$ cat config.mk
export PLATFORM = sky130hd
export DESIGN_NAME = alu_result_sel
export DESIGN_NICKNAME = d
export VERILOG_FILES = /design/src/rtl/alu_sel_pkg.sv /design/src/rtl/alu_sel_pick.sv /design/src/rtl/alu_result_sel.sv
export SDC_FILE = /design/constraint.sdc
export NUM_CORES = 1
export LEC_CHECK = 0
export CORE_MARGIN = 3
export CORE_UTILIZATION = 41
export DETAILED_ROUTE_END_ITERATION = 8
export PLACE_DENSITY_LB_ADDON = 0.3
export SYNTH_ARGS = -nofsm -noshare
export SYNTH_HDL_FRONTEND = slang
export SYNTH_SLANG_ARGS = --single-unit
$ cat constraint.sdc
create_clock -name clk -period 2.5 [get_ports clk]
set_input_delay 0.625 -clock clk [delete_from_list [all_inputs] [get_ports clk]]
set_output_delay 0.625 -clock clk [all_outputs]
set_load 0.03 [all_outputs]
$ cat src/rtl/alu_sel_pkg.sv
// Shared types and constants for the ALU result selector.
package alu_sel_pkg;

    // Occupancy of the main/skid register pair
    typedef enum logic [1:0] {
        ST_EMPTY = 2'd0,
        ST_ONE   = 2'd1,
        ST_TWO   = 2'd2
    } state_e;

    // Opcode map of the per-operation units feeding op_bus
    localparam int unsigned OP_ADD    = 0;
    localparam int unsigned OP_SUB    = 1;
    localparam int unsigned OP_X2     = 2;
    localparam int unsigned OP_DIV2   = 3;
    localparam int unsigned OP_AND    = 4;
    localparam int unsigned OP_OR     = 5;
    localparam int unsigned OP_XOR    = 6;
    localparam int unsigned OP_NOT    = 7;
    localparam int unsigned OP_EQ     = 8;
    localparam int unsigned OP_GT     = 9;
    localparam int unsigned OP_LT     = 10;
    localparam int unsigned OP_MAX    = 11;
    localparam int unsigned OP_KNIGHT = 12;

    // Default-configuration widths of one buffered entry
    localparam int unsigned DEF_WIDTH = 8;
    localparam int unsigned DEF_SEL_W = 4;

    // Buffered entry at default widths; parametrised modules mirror this layout locally
    typedef struct packed {
        logic [DEF_WIDTH-1:0] data;
        logic [DEF_SEL_W-1:0] sel;
        logic                 illegal;
`ifdef ALU_SEL_STATUS_EN
        logic                 zero;
        logic                 sign;
`endif
    } alu_sel_entry_t;

endpackage

$ cat src/rtl/alu_sel_pick.sv
// Combinational opcode decode: selects one result from op_bus, flags illegal opcodes.
// Status flags (zero/sign) only when ALU_SEL_STATUS_EN is defined.
module alu_sel_pick
    import alu_sel_pkg::*;
#(
    parameter  int unsigned WIDTH   = 8,
    parameter  int unsigned NUM_OPS = 13,
    localparam int unsigned SEL_W   = $clog2(NUM_OPS)
) (
    input  logic [NUM_OPS*WIDTH-1:0] op_bus_i,
    input  logic [SEL_W-1:0]         sel_i,
    output logic [WIDTH-1:0]         data_o,
    output logic                     illegal_o
`ifdef ALU_SEL_STATUS_EN
    ,
    output logic                     zero_o,
    output logic                     sign_o
`endif
);

    // Illegal opcodes return zero data so the entry is always fully defined
    always_comb begin
        data_o    = '0;
        illegal_o = (32'(sel_i) >= NUM_OPS);
        for (int unsigned k = 0; k < NUM_OPS; k++) begin
            if (sel_i == SEL_W'(k)) begin
                data_o = op_bus_i[k*WIDTH +: WIDTH];
            end
        end
    end

`ifdef ALU_SEL_STATUS_EN
    assign zero_o = (data_o == '0);
    assign sign_o = data_o[WIDTH-1];
`endif

endmodule

$ cat src/rtl/alu_result_sel.sv
// Registered ALU result selector with valid/ready handshake and 2-entry skid buffer.
// Optional status outputs (out_zero/out_sign) when ALU_SEL_STATUS_EN is defined.
module alu_result_sel
    import alu_sel_pkg::*;
#(
    parameter  int unsigned WIDTH   = 8,
    parameter  int unsigned NUM_OPS = 13,
    parameter  int unsigned CNT_W   = 8,
    localparam int unsigned SEL_W   = $clog2(NUM_OPS)
) (
    input  logic                     clk,
    input  logic                     rst,
    input  logic                     in_valid,
    output logic                     in_ready,
    input  logic [SEL_W-1:0]         sel,
    input  logic [NUM_OPS*WIDTH-1:0] op_bus,
    output logic                     out_valid,
    input  logic                     out_ready,
    output logic [WIDTH-1:0]         out_data,
    output logic [SEL_W-1:0]         out_sel,
    output logic                     out_illegal,
    output logic [CNT_W-1:0]         illegal_cnt
`ifdef ALU_SEL_STATUS_EN
    ,
    output logic                     out_zero,
    output logic                     out_sign
`endif
);

    typedef struct packed {
        logic [WIDTH-1:0] data;
        logic [SEL_W-1:0] sel;
        logic             illegal;
`ifdef ALU_SEL_STATUS_EN
        logic             zero;
        logic             sign;
`endif
    } entry_t;

    state_e           state_q, state_d;
    entry_t           main_q, main_d;
    entry_t           skid_q, skid_d;
    logic [CNT_W-1:0] cnt_q, cnt_d;
    logic             in_ready_q;
    logic             out_valid_q;

    entry_t           entry;
    logic             in_fire;
    logic             out_fire;

    logic [WIDTH-1:0] pick_data;
    logic             pick_illegal;
`ifdef ALU_SEL_STATUS_EN
    logic             pick_zero;
    logic             pick_sign;
`endif

    alu_sel_pick #(
        .WIDTH   (WIDTH),
        .NUM_OPS (NUM_OPS)
    ) u_pick (
        .op_bus_i  (op_bus),
        .sel_i     (sel),
        .data_o    (pick_data),
        .illegal_o (pick_illegal)
`ifdef ALU_SEL_STATUS_EN
        ,
        .zero_o    (pick_zero),
        .sign_o    (pick_sign)
`endif
    );

    // Assemble the entry captured on an accepted input
    always_comb begin
        entry         = '0;
        entry.data    = pick_data;
        entry.sel     = sel;
        entry.illegal = pick_illegal;
`ifdef ALU_SEL_STATUS_EN
        entry.zero    = pick_zero;
        entry.sign    = pick_sign;
`endif
    end

    assign in_fire  = in_valid & in_ready_q;
    assign out_fire = out_valid_q & out_ready;

    // Next-state: buffer occupancy, main/skid loading and saturating illegal counter
    always_comb begin
        state_d = state_q;
        main_d  = main_q;
        skid_d  = skid_q;
        cnt_d   = cnt_q;

        case (state_q)
            ST_EMPTY: begin
                if (in_fire) begin
                    main_d  = entry;
                    state_d = ST_ONE;
                end
            end
            ST_ONE: begin
                if (in_fire && out_fire) begin
                    main_d = entry;
                end else if (in_fire) begin
                    skid_d  = entry;
                    state_d = ST_TWO;
                end else if (out_fire) begin
                    state_d = ST_EMPTY;
                end
            end
            ST_TWO: begin
                if (out_fire) begin
                    main_d  = skid_q;
                    state_d = ST_ONE;
                end
            end
            default: begin
                state_d = ST_EMPTY;
            end
        endcase

        if (in_fire && entry.illegal && (cnt_q != '1)) begin
            cnt_d = cnt_q + CNT_W'(1);
        end
    end

    // State and storage registers; handshake flags registered from next state
    always_ff @(posedge clk) begin
        if (rst) begin
            state_q     <= ST_EMPTY;
            main_q      <= '0;
            skid_q      <= '0;
            cnt_q       <= '0;
            in_ready_q  <= 1'b1;
            out_valid_q <= 1'b0;
        end else begin
            state_q     <= state_d;
            main_q      <= main_d;
            skid_q      <= skid_d;
            cnt_q       <= cnt_d;
            in_ready_q  <= (state_d != ST_TWO);
            out_valid_q <= (state_d != ST_EMPTY);
        end
    end

    assign in_ready    = in_ready_q;
    assign out_valid   = out_valid_q;
    assign out_data    = main_q.data;
    assign out_sel     = main_q.sel;
    assign out_illegal = main_q.illegal;
    assign illegal_cnt = cnt_q;
`ifdef ALU_SEL_STATUS_EN
    assign out_zero    = main_q.zero;
    assign out_sign    = main_q.sign;
`endif

endmodule

==> metrics.md <==
| Metric | Value |
|---|---|
| Switching power | 0.000600 W |
| Final Wtd Congestion | a little under 1 |
| Area of the multi-input gates | around 1900 sq um |
| Pleak | about 1.7 nW |
| CTS root buffer | clkbuf_8 |
| Logic pwr share | 0.382 |
| Netlist Area Pre-Place | approximately 2800 sq um |
| Synth Flop Type | dfxtp_1 |
| Synth unique cells | 51 |
| Final nets | approximately 630 |
| Number of enable flip-flop cells after synthesis | 0 |
| Maximum clock insertion buffer count | 2 |
| Most common cell in the synthesized netlist | nor2_1 |
| Post-synth top area cell | dfxtp_1 |
| Clk sink count | 38 |
| Vias in the first global route | approximately 3400 |
| CTS Hold Bufs | 0 |
| Placed insts | 589 |
| Count of final setup violators | 0 |
| Switching part of the total power | 0.310 |
| Post-Syn Nets | slightly below 500 |
| Avg Inst Size Synth | 7.44 sq um |
| CP required | roughly 2.7 ns |
| Clock network power share | 0.261 |
| Detailed placement HPWL | slightly below 8 mm |
| Area delta synth->final | 60.5% |
| CTS clock-pin slew for the worst setup and hold paths | around 0.070 ns |
| Cell Chain, Critical Path | clkdlybuf4s50_1 -> buf_4 -> nand3b_1 -> o21ai_0 -> a31oi_1 -> o221ai_1 -> nand2_1 -> a311oi_1 |
| Fillers | slightly above 500 |
| Crit path max fanout | 12 |
| Final slew viol count | 0 |
| Rel. slew slack | 0.656 |
| Clk Latency, worst-skew pair | around 0.29 ns |
| Total power | between 0.0015 and 0.002 W |
| Total Routed Length | 9.84 mm |
| Std-Cell Rows | 29 |
| Core area | about 6500 sq um |
| Post-route minimum period | around 2.3 ns |
| Io pins | 135 |
| Initial antenna violation count | 0 |
| CP endpoint kind | register |
| GRT Total Usage | 0.251 |
| Register area share after synthesis | 0.274 |
| Die H | roughly 90 microns |
| CP peak stage delay | approximately 0.54 ns |
| DRC Markers | 0 |
| Ys async rst share | 0 |
| Pin slew with the least headroom to its limit | 0.514 ns |
| Final std cells w/o fill | ~600 |
| Register area | 761 sq um |
| Max frequency | between 0.4 and 0.5 GHz |
| CP delay by family, top | buffers and inverters |
| PwrDens | around 430 nW/um^2 |
| CP arrival | roughly 2.5 ns |
| Final Skew | between 0.006 and 0.007 ns |
| Sequential share of power | 0.357 |
| Int Pwr | 0.00133 W |
| First-pass DRT Iterations | 4 |
| Final Hold Viols | 0 |
| CTS Buf Count | 5 |
| Critical path type | input port to register |
| Ys Warns | 0 |
| Top cells by count, synth | nor2_1 (48), nand2_1 (43), dfxtp_1 (38) |
| DR WL/cell | approximately 16 microns |
| Status | finished clean |
| Die Span X | slightly below 90 microns |
| Initial cell density of the core | 0.431 |
| Final worst slack | 0.164 ns |
| Worst Hold Class | register to register |
| Setup Slack @ Placement | -0.137 ns |
| Dominant cells by area after synthesis | dfxtp_1 (27%), a21oi_1 (6.7%), nor2_1 (6.5%) |
| Largest net degree at the start of global routing | 31 |
| First-pass GRT wire length | about 16 mm |
| CTS tree | done |
| Share of cells above drive strength 1 | 0.121 |
| Critical-path top delay cell | clkdlybuf4s50_1 |
| Port bufs | ~130 |
| Diodes inserted | 0 |
| VDD IR max | 0.380 mV |
| Buffer and inverter count on the worst path | 2 |
| Vias/cell | 5.72 |
| Max_cap viols | 0 |
| Syn Inst Count | about 370 |
| Startpoint types | input port |
| Post-synth top area share | 0.274 |
| RSZ-0062 raised after global routing | false |
| Total grt overflow | 0 |
| First DRT Iteration DRCs | approximately 240 |
| Vias | 3412 |
| DRT antenna net count | 0 |
| Tcrit/Tclk final | 0.934 |
| H-tree levels | 2 |
| Yosys reg bits | 38 |
| Full die area | around 8000 sq um |
## cell usage in the layout, fill, tap and decap left out, types with 2 or more instances in the layout
| master | instances |
|---|---|
| a21oi_1 | 37 |
| a221oi_1 | 2 |
| nand3_1 | 4 |
| and3_1 | 3 |
| nor4_1 | 4 |
| nand3b_1 | 2 |
| nor2_1 | 48 |
| nand2b_1 | 13 |
| clkdlybuf4s50_1 | 132 |
| clkbuf_8 | 5 |
| mux4_2 | 2 |
| a21o_1 | 7 |
| a22oi_1 | 6 |
| nand4_1 | 3 |
| buf_12 | 2 |
| a211oi_1 | 8 |
| a31oi_1 | 10 |
| xor2_1 | 4 |
| inv_1 | 6 |
| mux2i_1 | 16 |
| o22ai_1 | 7 |
| clkinv_2 | 2 |
| nor2b_1 | 3 |
| buf_4 | 30 |
| o221ai_1 | 5 |
| mux2_2 | 10 |
| nand2_1 | 43 |
| a311oi_1 | 4 |
| dfxtp_1 | 38 |
| buf_2 | 2 |
| o21ai_0 | 24 |
| or3_1 | 4 |
| a211o_1 | 2 |
| nor3b_1 | 2 |
| nor3_1 | 9 |
## cell type report
class                      instances  area share
multi-input combinational        301       0.420
timing repair buffer             166       0.358
sequential                        38       0.170
tap                               77      0.0216
clock buffer                       5      0.0154
clock inverter                     3     0.00897
inverter                           7     0.00589
## logic make-up after synthesis
group | share of synthesized area
fa+ha+maj | 0.00450
flops | 0.274
mux | 0.114
xor+xnor | 0.0157
simple gates | 0.249
buf+inv | 0.0553
compound gates | 0.288
## worst register-to-register path: cells and delay by family, from the launching register on
kind / cells / cell delay [ns]
AO/OA/AOI/OAI: 2 / 0.51
AND/OR/NAND/NOR: 3 / 0.70
flip-flops: 1 / 0.38
adder cells (fa/ha/maj): 1 / 0.26
## worst paths after layout
| check | from | end | slack (ns) | cells after the start |
|---|---|---|---|---|
| max | sel[2] | skid_q[5] | 0.16 | 8 |
| min | skid_q[3] | skid_q[3] | 0.46 | 2 |
| min reg2reg | skid_q[3] | skid_q[3] | 0.46 | 2 |
| max reg2reg | illegal_cnt[0] | illegal_cnt[5] | 0.59 | 6 |
## through the flow
step / util / cell area, sq um / TNS [ns] / hold WS (ns)
6_report: 0.691 / 4460 / 0 / 0.461
5_1_grt: 0.691 / 4460 / 0 / 0.470
4_1_cts: 0.690 / 4460 / 0 / 0.460
3_5_place_dp: 0.673 / 4350 / -0.657 / 0.451
3_3_place_gp: 0.673 / 4350 / -0.0493 / 0.439
2_1_floorplan: - / 2780 / 0 / 0.437
## power by group through the flow
stage	Sequential (W)	Combinational, W	Clock (W)
2_1_floorplan	0.000763	0.000302	0
3_3_place_gp	0.000703	0.000720	0
3_5_place_dp	0.000703	0.000729	0
4_1_cts	0.000690	0.000734	0.000511
5_1_grt	0.000697	0.000797	0.000542
6_report	0.000690	0.000738	0.000506
## sequential cells by signal, indices dropped and copies added (netlist names)
register and cells:
skid_q 13, illegal_cnt 8, out_data 8, out_sel 4, state_q 2, in_ready 1
out_illegal 1, out_valid 1
## per-layer routing
layer	part of all wire	global-route usage
met5	0	0
met4	0.015	0.0632
met3	0.070	0.0466
met2	0.50	0.462
met1	0.41	0.299
## timing repair
item	CTS	global route
resized for setup	0	2
endpoints found under the setup margin	0	1
setup buffers	0	0
No activity file was read; power rests on OpenSTA's default activity.
